File: config.mk
export PLATFORM = sky130hd
export DESIGN_NAME = ayatsuki_bus_arbiter_flat
export DESIGN_NICKNAME = d
export VERILOG_FILES = /design/src/rtl/ayatsuki_bus_arbiter_if.sv /design/src/rtl/ayatsuki_bus_arbiter.sv /design/src/flat_wrapper.sv
export SDC_FILE = /design/constraint.sdc
export NUM_CORES = 1
export LEC_CHECK = 0
export ABC_AREA = 1
export CAP_MARGIN = 20
export CORE_AREA = 2 2 145 147
export DETAILED_ROUTE_END_ITERATION = 7
export DIE_AREA = 0 0 147 149
export GPL_ROUTABILITY_DRIVEN = 1
export SYNTH_ARGS = -nofsm -noshare
export SYNTH_HDL_FRONTEND = slang
export SYNTH_SLANG_ARGS = --single-unit
export TNS_END_PERCENT = 1
File: constraint.sdc
create_clock -name clk -period 4.41 [get_ports clk]
set_input_delay 0.882 -clock clk [delete_from_list [all_inputs] [get_ports clk]]
set_output_delay 0.882 -clock clk [all_outputs]
set_load 0.02 [all_outputs]
File: src/rtl/ayatsuki_bus_arbiter_if.sv
// Per-master bus port of the ayatsuki SoC data bus: request/address/data in, grant and read response out.
interface ayatsuki_bus_arbiter_if #(
  parameter int ADDR_W = 32,
  parameter int DATA_W = 32
) ();
  logic              req;
  logic              we;
  logic [ADDR_W-1:0] addr;
  logic [DATA_W-1:0] wdata;
  logic              gnt;
  logic [DATA_W-1:0] rdata;
  logic              rvalid;

  modport master (output req, we, addr, wdata, input gnt, rdata, rvalid);
  modport slave  (input req, we, addr, wdata, output gnt, rdata, rvalid);
endinterface

File: src/rtl/ayatsuki_bus_arbiter.sv
// Two-master round-robin arbiter with burst cap, slave decode and 1-cycle registered read return.
// Optional macro AYATSUKI_BUS_ERR_EN: flags unmapped high addresses with bus_err and 32'hDEAD_BEEF read data.
module ayatsuki_bus_arbiter #(
  parameter int              ADDR_W    = 32,
  parameter int              DATA_W    = 32,
  parameter logic [ADDR_W-1:0] TIM_BASE  = 32'h8000_0000,
  parameter logic [ADDR_W-1:0] TIM_END   = 32'h8000_000F,
  parameter logic [ADDR_W-1:0] UART_BASE = 32'h8000_0010,
  parameter logic [ADDR_W-1:0] UART_END  = 32'h8000_001F,
  parameter int              MAX_BURST = 4
) (
  input  logic                  clk,
  input  logic                  rst,
  ayatsuki_bus_arbiter_if.slave m0,
  ayatsuki_bus_arbiter_if.slave m1,
  output logic                  s_re,
  output logic                  s_we,
  output logic [ADDR_W-1:0]     s_addr,
  output logic [DATA_W-1:0]     s_wdata,
  output logic                  ram_sel,
  output logic                  tim_sel,
  output logic                  uart_sel,
  input  logic [DATA_W-1:0]     ram_rdata,
  input  logic [DATA_W-1:0]     tim_rdata,
  input  logic [DATA_W-1:0]     uart_rdata,
`ifdef AYATSUKI_BUS_ERR_EN
  output logic                  bus_err,
`endif
  output logic                  busy
);

  localparam int CNT_W = $clog2(MAX_BURST + 1);
  localparam logic [CNT_W-1:0] BURST_MAX = CNT_W'(MAX_BURST);

  typedef enum logic [1:0] {TGT_RAM, TGT_TIM, TGT_UART, TGT_ERR} tgt_e;

  logic             last_gnt_q, last_gnt_d;
  logic [CNT_W-1:0] burst_cnt_q, burst_cnt_d;
  logic             rd_pend_q, rd_pend_d;
  logic             rd_owner_q, rd_owner_d;
  tgt_e             rd_tgt_q, rd_tgt_d;
  logic [DATA_W-1:0] rdata0_q, rdata0_d;
  logic [DATA_W-1:0] rdata1_q, rdata1_d;
`ifdef AYATSUKI_BUS_ERR_EN
  logic             err_q, err_d;
`endif

  logic             gnt0, gnt1, any_gnt, win, pick, we_w;
  tgt_e             tgt_w;
  logic [DATA_W-1:0] rsp_data;
  logic             rvalid0, rvalid1;

  // Grant: burst_cnt_q != 0 means the last winner also held the bus in the previous cycle.
  always_comb begin
    gnt0 = 1'b0;
    gnt1 = 1'b0;
    pick = 1'b0;
    if (!rst) begin
      case ({m1.req, m0.req})
        2'b01: gnt0 = 1'b1;
        2'b10: gnt1 = 1'b1;
        2'b11: begin
          if (burst_cnt_q != BURST_MAX && burst_cnt_q != '0) pick = last_gnt_q;
          else                                              pick = ~last_gnt_q;
          gnt0 = ~pick;
          gnt1 = pick;
        end
        default: ;
      endcase
    end
  end

  assign any_gnt = gnt0 | gnt1;
  assign win     = gnt1;
  assign m0.gnt  = gnt0;
  assign m1.gnt  = gnt1;

  // Issue and decode
  always_comb begin
    s_addr  = '0;
    s_wdata = '0;
    we_w    = 1'b0;
    if (gnt1) begin
      s_addr  = m1.addr;
      s_wdata = m1.wdata;
      we_w    = m1.we;
    end else if (gnt0) begin
      s_addr  = m0.addr;
      s_wdata = m0.wdata;
      we_w    = m0.we;
    end
  end

  always_comb begin
    if (s_addr >= TIM_BASE && s_addr <= TIM_END)        tgt_w = TGT_TIM;
    else if (s_addr >= UART_BASE && s_addr <= UART_END) tgt_w = TGT_UART;
`ifdef AYATSUKI_BUS_ERR_EN
    else if (s_addr[ADDR_W-1])                          tgt_w = TGT_ERR;
`endif
    else                                                tgt_w = TGT_RAM;
  end

  always_comb begin
    s_re     = any_gnt & ~we_w & (tgt_w != TGT_ERR);
    s_we     = any_gnt &  we_w & (tgt_w != TGT_ERR);
    ram_sel  = any_gnt & (tgt_w == TGT_RAM);
    tim_sel  = any_gnt & (tgt_w == TGT_TIM);
    uart_sel = any_gnt & (tgt_w == TGT_UART);
  end

  // Next state for arbitration and the pending read
  always_comb begin
    last_gnt_d  = last_gnt_q;
    burst_cnt_d = '0;
    if (any_gnt) begin
      if (win == last_gnt_q && burst_cnt_q != '0)
        burst_cnt_d = (burst_cnt_q == BURST_MAX) ? BURST_MAX : burst_cnt_q + CNT_W'(1);
      else
        burst_cnt_d = CNT_W'(1);
      last_gnt_d = win;
    end
    rd_pend_d  = any_gnt & ~we_w;
    rd_owner_d = rd_pend_d ? win : rd_owner_q;
    rd_tgt_d   = rd_pend_d ? tgt_w : rd_tgt_q;
`ifdef AYATSUKI_BUS_ERR_EN
    err_d      = any_gnt & (tgt_w == TGT_ERR);
`endif
  end

  // Read return stage
  always_comb begin
    case (rd_tgt_q)
      TGT_RAM:  rsp_data = ram_rdata;
      TGT_TIM:  rsp_data = tim_rdata;
      TGT_UART: rsp_data = uart_rdata;
      default:  rsp_data = DATA_W'(32'hDEAD_BEEF);
    endcase
    rvalid0  = ~rst & rd_pend_q & ~rd_owner_q;
    rvalid1  = ~rst & rd_pend_q &  rd_owner_q;
    rdata0_d = rvalid0 ? rsp_data : rdata0_q;
    rdata1_d = rvalid1 ? rsp_data : rdata1_q;
  end

  assign m0.rvalid = rvalid0;
  assign m1.rvalid = rvalid1;
  assign m0.rdata  = rdata0_d;
  assign m1.rdata  = rdata1_d;
  assign busy      = ~rst & rd_pend_q;
`ifdef AYATSUKI_BUS_ERR_EN
  assign bus_err   = ~rst & err_q;
`endif

  always_ff @(posedge clk) begin
    if (rst) begin
      last_gnt_q  <= 1'b1;
      burst_cnt_q <= '0;
      rd_pend_q   <= 1'b0;
      rd_owner_q  <= 1'b0;
      rd_tgt_q    <= TGT_RAM;
      rdata0_q    <= '0;
      rdata1_q    <= '0;
`ifdef AYATSUKI_BUS_ERR_EN
      err_q       <= 1'b0;
`endif
    end else begin
      last_gnt_q  <= last_gnt_d;
      burst_cnt_q <= burst_cnt_d;
      rd_pend_q   <= rd_pend_d;
      rd_owner_q  <= rd_owner_d;
      rd_tgt_q    <= rd_tgt_d;
      rdata0_q    <= rdata0_d;
      rdata1_q    <= rdata1_d;
`ifdef AYATSUKI_BUS_ERR_EN
      err_q       <= err_d;
`endif
    end
  end

endmodule

File: src/flat_wrapper.sv
// flat-port wrapper written by rule: the top's interface ports become plain ports
module ayatsuki_bus_arbiter_flat 
#(
  parameter int              ADDR_W    = 32,
  parameter int              DATA_W    = 32,
  parameter logic [ADDR_W-1:0] TIM_BASE  = 32'h8000_0000,
  parameter logic [ADDR_W-1:0] TIM_END   = 32'h8000_000F,
  parameter logic [ADDR_W-1:0] UART_BASE = 32'h8000_0010,
  parameter logic [ADDR_W-1:0] UART_END  = 32'h8000_001F,
  parameter int              MAX_BURST = 4
)
  (clk, rst, s_re, s_we, s_addr, s_wdata, ram_sel, tim_sel, uart_sel, ram_rdata, tim_rdata, uart_rdata, busy, m0_req, m0_we, m0_addr, m0_wdata, m0_gnt, m0_rdata, m0_rvalid, m1_req, m1_we, m1_addr, m1_wdata, m1_gnt, m1_rdata, m1_rvalid);
  ayatsuki_bus_arbiter_if #(.ADDR_W(ADDR_W), .DATA_W(DATA_W)) m0_i ();
  ayatsuki_bus_arbiter_if #(.ADDR_W(ADDR_W), .DATA_W(DATA_W)) m1_i ();
  input  logic clk;
  input  logic rst;
  output logic s_re;
  output logic s_we;
  output logic [ADDR_W-1:0] s_addr;
  output logic [DATA_W-1:0] s_wdata;
  output logic ram_sel;
  output logic tim_sel;
  output logic uart_sel;
  input  logic [DATA_W-1:0] ram_rdata;
  input  logic [DATA_W-1:0] tim_rdata;
  input  logic [DATA_W-1:0] uart_rdata;
  output logic busy;
  input wire logic [$bits(m0_i.req)-1:0] m0_req;
  input wire logic [$bits(m0_i.we)-1:0] m0_we;
  input wire logic [$bits(m0_i.addr)-1:0] m0_addr;
  input wire logic [$bits(m0_i.wdata)-1:0] m0_wdata;
  output wire logic [$bits(m0_i.gnt)-1:0] m0_gnt;
  output wire logic [$bits(m0_i.rdata)-1:0] m0_rdata;
  output wire logic [$bits(m0_i.rvalid)-1:0] m0_rvalid;
  input wire logic [$bits(m1_i.req)-1:0] m1_req;
  input wire logic [$bits(m1_i.we)-1:0] m1_we;
  input wire logic [$bits(m1_i.addr)-1:0] m1_addr;
  input wire logic [$bits(m1_i.wdata)-1:0] m1_wdata;
  output wire logic [$bits(m1_i.gnt)-1:0] m1_gnt;
  output wire logic [$bits(m1_i.rdata)-1:0] m1_rdata;
  output wire logic [$bits(m1_i.rvalid)-1:0] m1_rvalid;
  assign m0_i.req = m0_req;
  assign m0_i.we = m0_we;
  assign m0_i.addr = m0_addr;
  assign m0_i.wdata = m0_wdata;
  assign m0_gnt = m0_i.gnt;
  assign m0_rdata = m0_i.rdata;
  assign m0_rvalid = m0_i.rvalid;
  assign m1_i.req = m1_req;
  assign m1_i.we = m1_we;
  assign m1_i.addr = m1_addr;
  assign m1_i.wdata = m1_wdata;
  assign m1_gnt = m1_i.gnt;
  assign m1_rdata = m1_i.rdata;
  assign m1_rvalid = m1_i.rvalid;
  ayatsuki_bus_arbiter #(.ADDR_W(ADDR_W), .DATA_W(DATA_W), .TIM_BASE(TIM_BASE), .TIM_END(TIM_END), .UART_BASE(UART_BASE), .UART_END(UART_END), .MAX_BURST(MAX_BURST)) u_core (.clk(clk), .rst(rst), .m0(m0_i), .m1(m1_i), .s_re(s_re), .s_we(s_we), .s_addr(s_addr), .s_wdata(s_wdata), .ram_sel(ram_sel), .tim_sel(tim_sel), .uart_sel(uart_sel), .ram_rdata(ram_rdata), .tim_rdata(tim_rdata), .uart_rdata(uart_rdata), .busy(busy));
endmodule
# After elaboration in Yosys (flattened, before gate mapping)
# Cells that the tools add are included.
# totals
reg_bits	72
input_bits	230
out_inout_bits	138
word_cells	73
# classes
addsub	1
magnitude_cmp	4
eq_ne	11
mux	20
bitwise_logic	18
n_reduce_logical	10
# ops
cell	count
$mux 32	6
$pmux 32 s3	1
$ge 32x32->1 const B	2
$le 32x32->1 const B	2
$and 1x1->1	10
$eq 2x2->1 const B	4
$mux 1	8
$not 1->1	7
$eq 2x1->1 const B	3
$logic_and 1x1->1	4
$logic_not 2->1	2
$mux 2	2
$pmux 1 s2	2
$reduce_or 4->1	1
$add 3x1->3 const B	1
$eq 3x3->1 const B	1
$mux 3	1
$ne 3x3->1 const B	1
$reduce_bool 3->1	1
$reduce_or 3->1	1
$ne 2x2->1 const B	1
$reduce_or 2->1	1
$eq 1x1->1	1
$or 1x1->1	1

# Depth between registers and ports, before layout
# Gate-level depths: netlist of the first run.
# logic_depth
word_depth	16
depth_mapped	17
depth_no_buf	17

# Worst setup path after synthesis of the first run
# OpenSTA, ideal clock, no wires.
# synth_path
path_type	in2out
from	in m1_req
to	out ram_sel
arrival_time_ps	2396
required_time_ps	3528
setup_slack_ps	1132
path_stages	13
path_buffers	1
path_cell_list	inv_1 -> nor2_4 -> buf_2 -> nand3_1 -> o21ai_1 -> inv_1 -> nand2_1 -> nor2_1 -> nand2_1 -> nand2_1 -> nand3_1 -> inv_1 -> nor2_1
# synth_via
elab_chain_cells	11
word_cells_on_any_way	20
cone_classes	4 x order compare; 3 x eq/ne; 8 x mux; 2 x bitwise; 3 x reduce/logical
# synth_rtl
item	line_no	source
start, declared	flat_wrapper.sv:35	input wire logic [$bits(m1_i.req)-1:0] m1_req;
$eq 2x2->1 or $eq 2x1->1 (tied branches)	ayatsuki_bus_arbiter.sv:59	case ({m1.req, m0.req})
$pmux 1 s2	ayatsuki_bus_arbiter.sv:59	
$mux 1	ayatsuki_bus_arbiter.sv:58	if (!rst) begin
$mux 32	ayatsuki_bus_arbiter.sv:87	end else if (gnt0) begin
$mux 32 *	ayatsuki_bus_arbiter.sv:83	if (gnt1) begin
net s_addr[30]	flat_wrapper.sv:19	output logic [ADDR_W-1:0] s_addr;
$ge 32x32->1 or $le 32x32->1 (tied branches)	ayatsuki_bus_arbiter.sv:96	else if (s_addr >= UART_BASE && s_addr <= UART_END) tgt_w = TGT_UART;
$logic_and 1x1->1	ayatsuki_bus_arbiter.sv:96	
$mux 2	ayatsuki_bus_arbiter.sv:96	
$mux 2 *	ayatsuki_bus_arbiter.sv:95	if (s_addr >= TIM_BASE && s_addr <= TIM_END) tgt_w = TGT_TIM;
$logic_not 2->1 *	ayatsuki_bus_arbiter.sv:106	ram_sel = any_gnt & (tgt_w == TGT_RAM);
$and 1x1->1 *	ayatsuki_bus_arbiter.sv:106	
end, declared	flat_wrapper.sv:21	output logic ram_sel;
# The timed path passes the listed nets; every way through them passes the cells marked *.

# Final worst setup path of the first run
# layout_path
from	in m0_req
to	out ram_sel
# layout_via
elab_chain_cells	11
word_cells_on_any_way	20
cone_classes	4 x order compare; 3 x eq/ne; 8 x mux; 2 x bitwise; 3 x reduce/logical
# layout_rtl
item	line_no	source
start, declared	flat_wrapper.sv:28	input wire logic [$bits(m0_i.req)-1:0] m0_req;
$eq 2x2->1 or $eq 2x1->1 (tied branches)	ayatsuki_bus_arbiter.sv:59	
$pmux 1 s2	ayatsuki_bus_arbiter.sv:59	
$mux 1	ayatsuki_bus_arbiter.sv:58	
$mux 32	ayatsuki_bus_arbiter.sv:87	
$mux 32	ayatsuki_bus_arbiter.sv:83	
$ge 32x32->1 or $le 32x32->1 (tied branches)	ayatsuki_bus_arbiter.sv:96	
$logic_and 1x1->1	ayatsuki_bus_arbiter.sv:96	
$mux 2	ayatsuki_bus_arbiter.sv:96	
$mux 2	ayatsuki_bus_arbiter.sv:95	
$logic_not 2->1	ayatsuki_bus_arbiter.sv:106	
$and 1x1->1 *	ayatsuki_bus_arbiter.sv:106	
# Mark *: on every way between the ends. The rest lies on a longest branch, timed or not.

==> impl_metrics.env, run 1 <==
export IMPL_status="complete, no violations"
export IMPL_critPathLaunchType="input pin"
export IMPL_synthTopCellsByCount="287 x nand2_1, 76 x nand3_1, 72 x dfxtp_1"
export IMPL_final_area_sq_um=8720
export IMPL_cp_depth=14
export IMPL_drtIter0Drc=233
export IMPL_area_growth_syn_to_layout_pct=94.7
export IMPL_maxCapViolCount=0
export IMPL_n_fill_cell=2187
export IMPL_postLayoutCoreUtil_pct=42.4
export IMPL_r2r_start="u_core.burst_cnt_q[0]"
export IMPL_synthCells=726
export IMPL_placed_cells=1341
export IMPL_cp_required_ps=3530
export IMPL_crit_fanout=8
export IMPL_clkTransAtPathRegs_ps=60
export IMPL_multiInputGateArea_sq_um=2680
export IMPL_internal_power_mw=1.49
export IMPL_crit_top_cell="nand2_1"
export IMPL_viasPerCell=4.48
export IMPL_hold_slack_ps=472
export IMPL_timing_slew_headroom_pct=47.3
export IMPL_firstDrtPassIters=5
export IMPL_setup_slack_ps=139
export IMPL_p_per_area_nw_per_um2=255
export IMPL_power_switching_uw=735
export IMPL_drc=0
export IMPL_finalMaxSlewViolations=0
export IMPL_endpoint="ram_sel"
export IMPL_ff2ff_path_depth=16
export IMPL_ys_ff_latch=72
export IMPL_slowest_delay_ps=640
export IMPL_yosysUniqueCellTypes=27
export IMPL_num_vias=6080
export IMPL_io_buffers=367
export IMPL_seqCellArea_sq_um=1440
export IMPL_switching_share_pct=33.1
export IMPL_ys_seq_area_share_pct=32.2
export IMPL_cp_end_kind="output port"
export IMPL_place_area_sq_um=8440
export IMPL_ir_drop_mv=0.159
export IMPL_place_ws_ps=152
export IMPL_crit_start="m0_req"
export IMPL_grt_max_degree=42
export IMPL_io_pins=368
export IMPL_crit_chain="clkdlybuf4s50_1 -> inv_1 -> nor2_4 -> nand2_1 -> o21ai_1 -> nor2_1 -> nand2_1 -> nor2_2 -> nand2_1 -> nand2_1 -> nand3_1 -> nand2_1 -> nor2_1 -> clkdlybuf4s50_1"
export IMPL_path_delay_family="buffers and inverters"
export IMPL_power_leakage_nw=3.74
export IMPL_cts_root_buf="clkbuf_16"
export IMPL_async_reset_ff_share_pct=0
export IMPL_initial_core_util_pct=21.8
export IMPL_cts_max_level=3
export IMPL_cts_buffers=9
export IMPL_fin_crit_ps=4270
export IMPL_cts_sinks=72
export IMPL_die_h_microns=149
export IMPL_crit_buf_inv=3
export IMPL_skew_ps=7.25
export IMPL_grt_ovfl_total=0
export IMPL_grt_usage_pct=18.9
export IMPL_seq_power_share_pct=31.0
export IMPL_fin_crit_sh_pct=96.9
export IMPL_gp_congestion=0.898
export IMPL_r2r_end="u_core.rd_tgt_q[1]"
export IMPL_ant_nets=0
export IMPL_slowest_stage="clkdlybuf4s50_1"
export IMPL_clockPowerShare_pct=30.6
export IMPL_routedWlPerCell_microns=15.9
export IMPL_setup_viol=0
export IMPL_rsz0062_at_grt="true"
export IMPL_rows=53
export IMPL_hold_buffers=0
export IMPL_design_die_area_sq_um=21900
export IMPL_holdCritPathClass="reg2reg"
export IMPL_holdCritStartpoint="u_core.rdata0_q[6]"
export IMPL_syn_nets=958
export IMPL_insertion_delay_ps=340
export IMPL_synth_most_common_cell="nand2_1"
export IMPL_synth_largest_area_cell="dfxtp_1"
export IMPL_final_cells=1357
export IMPL_hold_violations=0
export IMPL_synthTopCellsByArea="dfxtp_1 32%, nand2_1 24%, nand3_1 8.5%"
export IMPL_synth_edf_count=0
export IMPL_arrival_ps=3390
export IMPL_grt_pass1_vias=5759
export IMPL_fin_nets=1309
export IMPL_tightest_slew_ps=789
export IMPL_antenna_found_initial=0
export IMPL_clockBufferDepth=2
export IMPL_die_w_microns=147
export IMPL_final_layout_size_suffix_gt1_share_pct=4.90
export IMPL_cts_tree="done"
export IMPL_synth_area_sq_um=4480
export IMPL_crit_type="in2out"
export IMPL_reg2reg_slack_ps=2190
export IMPL_core_area_sq_um=20600
export IMPL_grt_pass1_wl_microns=32500
export IMPL_ys_warn_count=0
export IMPL_synth_top_area_share_pct=32.2
export IMPL_combPwrFrac_pct=38.4
export IMPL_insertedDiodeCount=0
export IMPL_fmax_ghz=0.234
export IMPL_dp_hpwl_microns=17200
export IMPL_drt_wl_total_microns=21600
export IMPL_synth_ff_type="dfxtp_1"
export IMPL_avgSynthCellArea_sq_um=6.17
-- layout make-up --
| class | instances | share of cell area, % |
|---|---|---|
| clock inverters | 6 | 0.488 |
| multi-input cells | 568 | 30.7 |
| clock buffers | 10 | 2.63 |
| inverters | 40 | 1.72 |
| well taps | 275 | 3.95 |
| flip-flops and latches | 72 | 16.5 |
| repair buffers | 386 | 43.9 |
-- what timing repair did --
item,4_1_cts,5_1_grt
buffers inserted,0,0
setup endpoints to repair,0,2
gates resized for setup,0,3
-- placed cells by master, fill, tap and decap left out, types with 3 or more instances in the layout --
master / synthesis / routed
a22o_1: 36 / 36
buf_4: 2 / 17
clkdlybuf4s50_1: 0 / 365
inv_1: 35 / 35
nor2_2: 2 / 3
o21ai_0: 46 / 46
nand3_1: 76 / 76
and2_1: 18 / 18
nand2_1: 287 / 287
inv_2: 5 / 5
nor2_1: 28 / 27
dfxtp_1: 72 / 72
o21ai_1: 6 / 5
nand2_2: 3 / 3
a21oi_1: 53 / 53
clkbuf_16: 0 / 9
-- worst min path at each step --
stage	endpoint	slack (ps)	cells past startpoint
global route	u_core.rdata1_q[5]	490	2
finish	u_core.rdata0_q[6]	470	2
CTS	u_core.rdata1_q[25]	470	2
floorplan	u_core.rdata0_q[0]	450	2
global placement	u_core.rdata0_q[25]	460	2
detailed placement	u_core.rdata1_q[7]	460	2
-- metal layers --
layer	global-route usage [%]	wire length, microns	share of wire, %
met1	22.4	8880	41
met2	33.5	10600	49
met3	4.65	1560	7.2
met4	6.49	530	2.5
met5	0	0	0
-- state kept, by name (all words and copies together), names as in the netlist --
name / count
u_core.rdata0_q: 32
u_core.rd_tgt_q: 2
u_core.rd_pend_q: 1
u_core.rd_owner_q: 1
u_core.rdata1_q: 32
u_core.last_gnt_q: 1
u_core.burst_cnt_q: 3
-- cell families after synthesis --
group	synth area share, %
compound gates	19.2
fa+ha+maj	0.559
buf+inv	8.10
flops	32.2
simple gates	39.9
-- worst reg2reg max path, delay by kind of cell, from the launching register on --
family | cells | cell delay, ps
AOI/OAI and AO/OA | 1 | 160
adders and majority gates | 1 | 250
buffers and inverters | 4 | 430
DFF | 1 | 350
and+or+nand+nor | 10 | 950
-- metrics by stage --
| step | power, mW | TNS [ps] |
|---|---|---|
| 5_1_grt | 2.35 | -64.1 |
| 6_report | 2.22 | 0 |
| 4_1_cts | 2.26 | 0 |
| 3_3_place_gp | 1.56 | 0 |
| 3_5_place_dp | 1.56 | 0 |
| 2_1_floorplan | 1.09 | 0 |
-- power by group through the flow --
| stage | clock, mW | combinational [mW] | sequential (mW) |
|---|---|---|---|
| after global placement | 0 | 0.859 | 0.702 |
| after detailed placement | 0 | 0.857 | 0.703 |
| final | 0.681 | 0.854 | 0.688 |
| after floorplan | 0 | 0.390 | 0.696 |
| after CTS | 0.707 | 0.861 | 0.688 |
| after global routing | 0.736 | 0.920 | 0.690 |
(Power assumes the default switching activity.)
==> run 2, diff against run 1 <==
--- a/config.mk
+++ b/config.mk
@@ -6,11 +6,12 @@
 export NUM_CORES = 1
 export LEC_CHECK = 0
 export ABC_AREA = 1
-export CAP_MARGIN = 20
+export CAP_MARGIN = 15
 export CORE_AREA = 2 2 145 147
 export DETAILED_ROUTE_END_ITERATION = 7
 export DIE_AREA = 0 0 147 149
 export GPL_ROUTABILITY_DRIVEN = 1
+export SLEW_MARGIN = 5
 export SYNTH_ARGS = -nofsm -noshare
 export SYNTH_HDL_FRONTEND = slang
 export SYNTH_SLANG_ARGS = --single-unit
==> results of run 2 <==
Same layout as run 1: the final DEF is identical, and so are final timing and power.
